`src/rtl/popcount_seq_pkg.sv`:
```
// Shared definitions for the sequential nibble popcount block: FSM encoding,
// uio pin positions, the uio output-enable constant and per-mode scan limits.
package popcount_seq_pkg;

    typedef enum logic [1:0] {
        ST_IDLE = 2'd0,
        ST_SCAN = 2'd1,
        ST_DONE = 2'd2
    } state_t;

    localparam int UIO_WR     = 0;
    localparam int UIO_SEL    = 1;
    localparam int UIO_START  = 2;
    localparam int UIO_MODE   = 3;
    localparam int UIO_BUSY   = 4;
    localparam int UIO_DONE   = 5;
    localparam int UIO_ZERO   = 6;
    localparam int UIO_PARITY = 7;

    localparam logic [7:0] UIO_OE_VALUE = 8'hF0;

    localparam logic [1:0] LAST_IDX_16 = 2'd3;
    localparam logic [1:0] LAST_IDX_8  = 2'd1;

    // Converts the one-hot count from ones_counter4 into a binary 0..4 value.
    function automatic logic [4:0] onehot_to_count(input logic [4:0] onehot);
        logic [4:0] count;
        count = 5'd0;
        for (int k = 0; k < 5; k++) begin
            if (onehot[k]) begin
                count = count | 5'(k);
            end
        end
        return count;
    endfunction

endpackage

```
`src/rtl/ones_counter4.sv`:
```
// Purely combinational 4-input ones counter with a one-hot result:
// bit k of count_onehot is set when exactly k inputs are high.
module ones_counter4 (
    input  logic [3:0] bits_in,
    output logic [4:0] count_onehot
);

    logic [2:0] sum;

    always_comb begin
        sum = {2'b00, bits_in[0]} + {2'b00, bits_in[1]}
            + {2'b00, bits_in[2]} + {2'b00, bits_in[3]};
        count_onehot = 5'b00000;
        case (sum)
            3'd0:    count_onehot = 5'b00001;
            3'd1:    count_onehot = 5'b00010;
            3'd2:    count_onehot = 5'b00100;
            3'd3:    count_onehot = 5'b01000;
            3'd4:    count_onehot = 5'b10000;
            default: count_onehot = 5'b00000;
        endcase
    end

endmodule

```
`src/rtl/tt_um_popcount_seq.sv`:
```
// Tiny Tapeout top: a 16-bit word is loaded bytewise, then scanned one nibble
// per enabled cycle to produce a 0..16 popcount with zero and parity flags.
module tt_um_popcount_seq (
    input  logic [7:0] ui_in,
    output logic [7:0] uo_out,
    input  logic [7:0] uio_in,
    output logic [7:0] uio_out,
    output logic [7:0] uio_oe,
    input  logic       ena,
    input  logic       clk,
    input  logic       rst_n
);

    import popcount_seq_pkg::*;

    state_t      state_q, state_d;
    logic [15:0] word_q, word_d;
    logic [4:0]  acc_q, acc_d;
    logic [1:0]  idx_q, idx_d;
    logic        mode_q, mode_d;
    logic [4:0]  result_q, result_d;

    logic [3:0]  nibble;
    logic [4:0]  nibble_onehot;
    logic [4:0]  nibble_count;
    logic [1:0]  last_idx;
    logic        unused_uio_bits;

    assign unused_uio_bits = &{1'b0, uio_in[7:4]};

    always_comb begin
        nibble = word_q[3:0];
        case (idx_q)
            2'd0: nibble = word_q[3:0];
            2'd1: nibble = word_q[7:4];
            2'd2: nibble = word_q[11:8];
            2'd3: nibble = word_q[15:12];
            default: nibble = word_q[3:0];
        endcase
    end

    ones_counter4 u_ones_counter4 (
        .bits_in      (nibble),
        .count_onehot (nibble_onehot)
    );

    assign nibble_count = onehot_to_count(nibble_onehot);
    assign last_idx     = mode_q ? LAST_IDX_8 : LAST_IDX_16;

    always_comb begin
        state_d  = state_q;
        word_d   = word_q;
        acc_d    = acc_q;
        idx_d    = idx_q;
        mode_d   = mode_q;
        result_d = result_q;
        if (ena) begin
            unique case (state_q)
                ST_IDLE: begin
                    // start wins over a simultaneous write
                    if (uio_in[UIO_START]) begin
                        state_d = ST_SCAN;
                        mode_d  = uio_in[UIO_MODE];
                        acc_d   = 5'd0;
                        idx_d   = 2'd0;
                    end else if (uio_in[UIO_WR]) begin
                        if (uio_in[UIO_SEL]) begin
                            word_d[15:8] = ui_in;
                        end else begin
                            word_d[7:0] = ui_in;
                        end
                    end
                end
                ST_SCAN: begin
                    if (idx_q == last_idx) begin
                        result_d = acc_q + nibble_count;
                        state_d  = ST_DONE;
                    end else begin
                        acc_d = acc_q + nibble_count;
                        idx_d = idx_q + 2'd1;
                    end
                end
                ST_DONE: begin
                    state_d = ST_IDLE;
                end
                default: begin
                    state_d = ST_IDLE;
                end
            endcase
        end
    end

    always_ff @(posedge clk) begin
        if (!rst_n) begin
            state_q  <= ST_IDLE;
            word_q   <= 16'd0;
            acc_q    <= 5'd0;
            idx_q    <= 2'd0;
            mode_q   <= 1'b0;
            result_q <= 5'd0;
        end else begin
            state_q  <= state_d;
            word_q   <= word_d;
            acc_q    <= acc_d;
            idx_q    <= idx_d;
            mode_q   <= mode_d;
            result_q <= result_d;
        end
    end

    assign uo_out = {3'b000, result_q};

    always_comb begin
        uio_out             = 8'h00;
        uio_out[UIO_BUSY]   = (state_q == ST_SCAN);
        uio_out[UIO_DONE]   = (state_q == ST_DONE);
        uio_out[UIO_ZERO]   = (result_q == 5'd0);
        uio_out[UIO_PARITY] = result_q[0];
    end

    assign uio_oe = UIO_OE_VALUE;

endmodule

```
`config.mk`:
```
export PLATFORM = sky130hd
export DESIGN_NAME = tt_um_popcount_seq
export DESIGN_NICKNAME = d
export VERILOG_FILES = /design/src/rtl/popcount_seq_pkg.sv /design/src/rtl/ones_counter4.sv /design/src/rtl/tt_um_popcount_seq.sv
export SDC_FILE = /design/constraint.sdc
export NUM_CORES = 1
export LEC_CHECK = 0
export CORE_ASPECT_RATIO = 1.1
export CORE_UTILIZATION = 35
export CTS_CLUSTER_DIAMETER = 100
export DETAILED_ROUTE_END_ITERATION = 16
export DONT_BUFFER_PORTS = 1
export GPL_TIMING_DRIVEN = 0
export PLACE_DENSITY = 0.52
export SYNTH_ARGS = -nofsm -noshare
export SYNTH_HDL_FRONTEND = slang
export SYNTH_SLANG_ARGS = --single-unit
```
`constraint.sdc`:
```
create_clock -name clk -period 3.05 [get_ports clk]
set_clock_uncertainty 0.05 [all_clocks]
set_input_delay 0.61 -clock clk [delete_from_list [all_inputs] [get_ports clk]]
set_output_delay 0.61 -clock clk [all_outputs]
set_load 0.005 [all_outputs]
```
# == Word level (Yosys, flattened, before mapping) ==
# Index checks and enable logic that the tools add are counted.
# totals
ff_bits,31
inputBits,19
out_inout_bits,24
word_cells,54
# op_classes
add_sub_neg,5
eq_ne,13
mux,16
n_bitwise,2
n_reduce_logical,11
# op_table
cell,n
$pmux 5 s5,1
$pmux 4 s4,1
$mux 2,7
$mux 5,2
$pmux 5 s2,1
$reduce_and 5->1,2
$reduce_and 3->1,3
$pmux 2 s2,2
$add 3x1->3,2
$eq 2x2->1 const B,3
$eq 3x2->1 const B,2
$add 5x5->5,1
$logic_not 5->1,1
$eq 2x1->1 const B,2
$logic_not 2->1,2
$ne 2x2->1 const B,2
$reduce_and 4->1,1
$eq 3x1->1 const B,1
$eq 3x3->1 const B,1
$logic_not 3->1,1
$mux 3,1
$add 1x1->2,1
$add 2x1->2 const B,1
$eq 2x2->1,1
4 further kinds,5

# == Logic depth before layout (Yosys ltp) ==
# logic_depth
word_depth,14
depth_mapped,17
depth_no_buf,17

# == Hierarchy ==
# Synthesis repeated with hierarchy kept, for this count alone.
# unflattened
cells_unflattened,184
hier_area_um2,1784.2
# by_module_without_submodules
module,instances,cells_each,area_per_inst_um2
tt_um_popcount_seq,1,175,1689.1
ones_counter4,1,9,95.1

# == Worst setup path after synthesis ==
# Ideal clock, no wire load.
# synth_timing
kind,reg-to-reg
start,register idx_q[0]
end,register acc_q[2]
setup_time_ns,0.091
t_arrival_ns,3.137
t_required_ns,2.909
path_slack_ns,-0.227
path_stages_with_launch,16
n_path_buf,0
synth_period_minus_slack_ns,3.277
cell_sequence,dfxtp_1 inv_1 ha_1 a222oi_1 a21oi_1 ha_1 inv_1 fa_1 inv_1 ha_1 nor2b_1 fa_1 xor2_1 a21o_1 nand2_1 a311oi_1
# synth_via
elab_chain_len,14
elab_cells_between_ends,24
cone_classes,add/sub: 4; eq/ne: 9; mux: 8; reduce/logical: 3
# synth_rtl
item,line_no,text
"start, declared",tt_um_popcount_seq.sv:19,"logic [1:0] idx_q, idx_d;"
"start signal, assigned",tt_um_popcount_seq.sv:105,idx_q <= idx_d;
$eq 2x2->1 (tied with other cells),tt_um_popcount_seq.sv:33,case (idx_q)
$pmux 4 s4,tt_um_popcount_seq.sv:33,
$add 1x1->2,ones_counter4.sv:11,"sum = {2'b00, bits_in[0]} + {2'b00, bits_in[1]}"
$add 3x1->3 (2 in series),ones_counter4.sv:12,"+ {2'b00, bits_in[2]} + {2'b00, bits_in[3]};"
$eq 3x3->1 (tied with other cells),ones_counter4.sv:14,case (sum)
$pmux 5 s5,ones_counter4.sv:14,
$mux 1,popcount_seq_pkg.sv:30,if (onehot[k]) begin
$mux 2 (2 in series),popcount_seq_pkg.sv:30,
$mux 3,popcount_seq_pkg.sv:30,
$add 5x5->5,tt_um_popcount_seq.sv:79,acc_d = acc_q + nibble_count;
$mux 5,tt_um_popcount_seq.sv:75,if (idx_q == last_idx) begin
$pmux 5 s2,tt_um_popcount_seq.sv:58,unique case (state_q)
"end signal, assigned",tt_um_popcount_seq.sv:97,acc_q <= 5'd0;
"end signal, assigned",tt_um_popcount_seq.sv:104,acc_q <= acc_d;
"end, declared",tt_um_popcount_seq.sv:18,"logic [4:0] acc_q, acc_d;"
# Several ways; a longest one is shown, not always the timed one. The select of a mux whose other input is x is not followed.
# A chain may end at the register's enable or synchronous reset.

# == Final worst setup path ==
# layout_timing
start,register idx_q[1]
end,register acc_q[2]
# The elaborated chain is that of the path after synthesis.

==> flow_summary.yaml <==
worst_setup_path:
  end_kind: "register"
  arrival_ps: 3380
  cp_max_fo: 5
  worstPathRequired_ps: 3190
  path_class: "register to register"
  start_kind: "register"
clocking:
  cts.htree.levels: 2
  cts.sinks: 31
  clkSlewWorstSetupHoldPaths_ps: 60
  root_buffer: "clkbuf_8"
  ctsHoldBuffers: 0
  insertion_delay_ps: 280
  cts_tree: "built"
  clockBufferDepth: 2
  cts_buffers: 5
layout:
  multiInputGateArea_sq_um: 1080
  fillers: 470
  nets: 242
  final-seq-area_sq_um: 628
  drive_gt1_share_pct: 25.8
  fin_cells: 269
  area_delta_synth_final_pct: 22.1
  diodes: 0
detailed_routing:
  totalWireLength_um: 3660
  route.vias.total: 1276
  wl_per_cell_um: 13.6
  antenna_left: 0
  drc_errors: 0
  firstDrtPassIters: 4
  drt_iter0_markers: 50
  vias_per_cell: 4.74
synth:
  ys_seq_elements: 31
  synth_ff_type: "dfxtp_1"
  synth_cells: 184
  synthTopCellsByCount: "31 x dfxtp_1, 24 x nor2b_1, 20 x mux2i_1"
  synth_largest_area_cell: "dfxtp_1"
  synth_edf_count: 0
  synth.most_common_cell: "dfxtp_1"
  ys_async_sr_fraction_pct: 0
  yosysWarningCount: 0
  seq_area_frac_synth_pct: 36.1
  netlist_area_sq_um: 1720
  syn_area_per_cell_sq_um: 9.35
  synth_area_leaders: "dfxtp_1 36%, mux2i_1 12%, nor2b_1 8.7%, buf_4 7.4%, ha_1 6.5%"
  synth_cell_types: 35
  synth_top_area_share_pct: 36.1
power_and_ir_drop:
  power.density_nw_per_um2: 417
  switching_share_pct: 26.2
  seqPwrFrac_pct: 48.4
  cellInternalPower_uw: 647
  switchingPower_uw: 229
  pwr-share-clk_pct: 34.7
  ir_drop_v: 0.000180
  p_comb_share_pct: 16.9
  p_leak_nw: 0.938
outcome:
  violations: "setup timing"
  status: "finished with violations"
floorplanning:
  dieArea_sq_um: 5200
  dieWidth_um: 68.8
  start_util_pct: 36.7
  num_rows: 26
  pin_count: 43
  fp.dieH_um: 75.5
  core_area_sq_um: 4680
global_routing:
  grt_pass1_wl_um: 5840
  grt_max_degree: 11
  grt_use_total_pct: 15.9
  grt.overflow.total: 0
  antenna_found_initial: 0
  grt_pass1_vias: 1278
sta:
  maxSlewViolCount: 0
  rsz0062_at_grt: "yes"
  finalCriticalPeriod_ps: 3250
  relSlewSlack_pct: 66.2
  final-hold-violation-count: 0
  setup_viol: 6
  worst_pin_slew_ps: 507
  fin_crit_sh_pct: 106
  holdWs_ps: 447
  setup_ws_ps: -197
  fmax_ghz: 0.308
placement:
  place_ws_ps: -398
  dp_hpwl_um: 2730
  dp.cells: 253
  portBuffers: 0
  place_congestion: 0.742
run:
  cap_violations: 0
worst_hold_path:
  holdCritPathClass: "input port to register"
==> metal layers <==
metal  wire length (um)  vias up  part of all wire (%)  track usage, %
met5                  0        -                     0               0
met4                 61        0                   1.7            6.80
met3                201        6                   5.5            5.24
met2               1810       31                    49            26.4
met1               1590      587                    43            18.5
li1                   -      652                     -               -
==> critical path: stages, from the launching register on <==
cell and delay [ps]:
dfxtp_4 400, inv_4 50, ha_4 160, a222oi_1 320, a21oi_1 120, ha_1 290, inv_2 40, fa_2 560
nor2_4 40, ha_4 150, fa_2 370, xor2_2 200, a21o_1 140, nand2_1 50, a311oi_1 210
==> worst paths after layout <==
kind                                       startpoint                 endpoint  slack, ps  cells past startpoint
worst max-delay path            idx_q[1]$_SDFFE_PN0P_    acc_q[2]$_SDFFE_PN0P_       -200                     14
worst min-delay path                         ui_in[3]  word_q[11]$_SDFFE_PN0P_        450                      2
worst max register to register  idx_q[1]$_SDFFE_PN0P_    acc_q[2]$_SDFFE_PN0P_       -200                     14
worst min register to register  acc_q[3]$_SDFFE_PN0P_    acc_q[3]$_SDFFE_PN0P_        460                      2
==> through the flow <==
stage,cell area [sq um],util [%],TNS (ps),total power [mW]
2_1_floorplan,1830,-,-96.9,0.533
3_3_place_gp,1900,40.7,-1090,0.556
3_5_place_dp,1900,40.7,-1610,0.558
4_1_cts,2060,44.0,-808,0.876
5_1_grt,2100,44.8,-1470,0.936
6_report,2100,44.8,-614,0.877
==> sequential cells by signal, indices dropped and copies added, names as in the netlist <==
register  cells
mode_q        1
idx_q         2
acc_q         5
result_q      5
state_q       2
word_q       16
==> cells by family (layout without fill, tap and decap cells) <==
group	Yosys count	count (layout)	share of synthesized area, %
flops	31	31	36.1
buf+inv	28	44	10.3
xor+xnor	4	4	2.04
fa+ha+maj	11	11	8.87
other cells	2	15	0.437
simple gates	61	61	20.3
compound gates	27	27	10.3
mux	20	20	11.6
==> area by class of cell <==
cell class                 instances  share of cell area (%)
multi-input combinational        138                    51.5
sequential                        31                    29.9
buffer                            23                    7.56
clock buffer                       7                    3.63
tap                               56                    3.34
timing repair buffer               8                    2.86
inverter                           5                    1.01
clock inverter                     1                   0.238
==> layout by cell type, fill, tap and decap left out, types with 6 or more instances in the layout <==
cell type,instances
buf_4,25
clkbuf_1,6
conb_1,15
dfxtp_1,29
ha_4,6
mux2i_1,20
nand2_1,17
nor2b_1,23
o22ai_1,6
==> timing repair <==
item / CTS / global route
setup endpoints to repair: 8 / 8
pin swaps: 13 / 9
hold endpoints to repair: 0 / 0
buffers inserted: 7 / 2
resized for setup: 5 / 6
==> power groups by stage <==
stage / Clock, mW / Sequential, mW / Combinational, mW
final: 0.304 / 0.425 / 0.148
after global routing: 0.340 / 0.426 / 0.169
after CTS: 0.319 / 0.424 / 0.134
after detailed placement: 0 / 0.434 / 0.124
after floorplan: 0 / 0.431 / 0.102
after global placement: 0 / 0.433 / 0.122
Note: power is estimated with default switching activity, not from simulation.
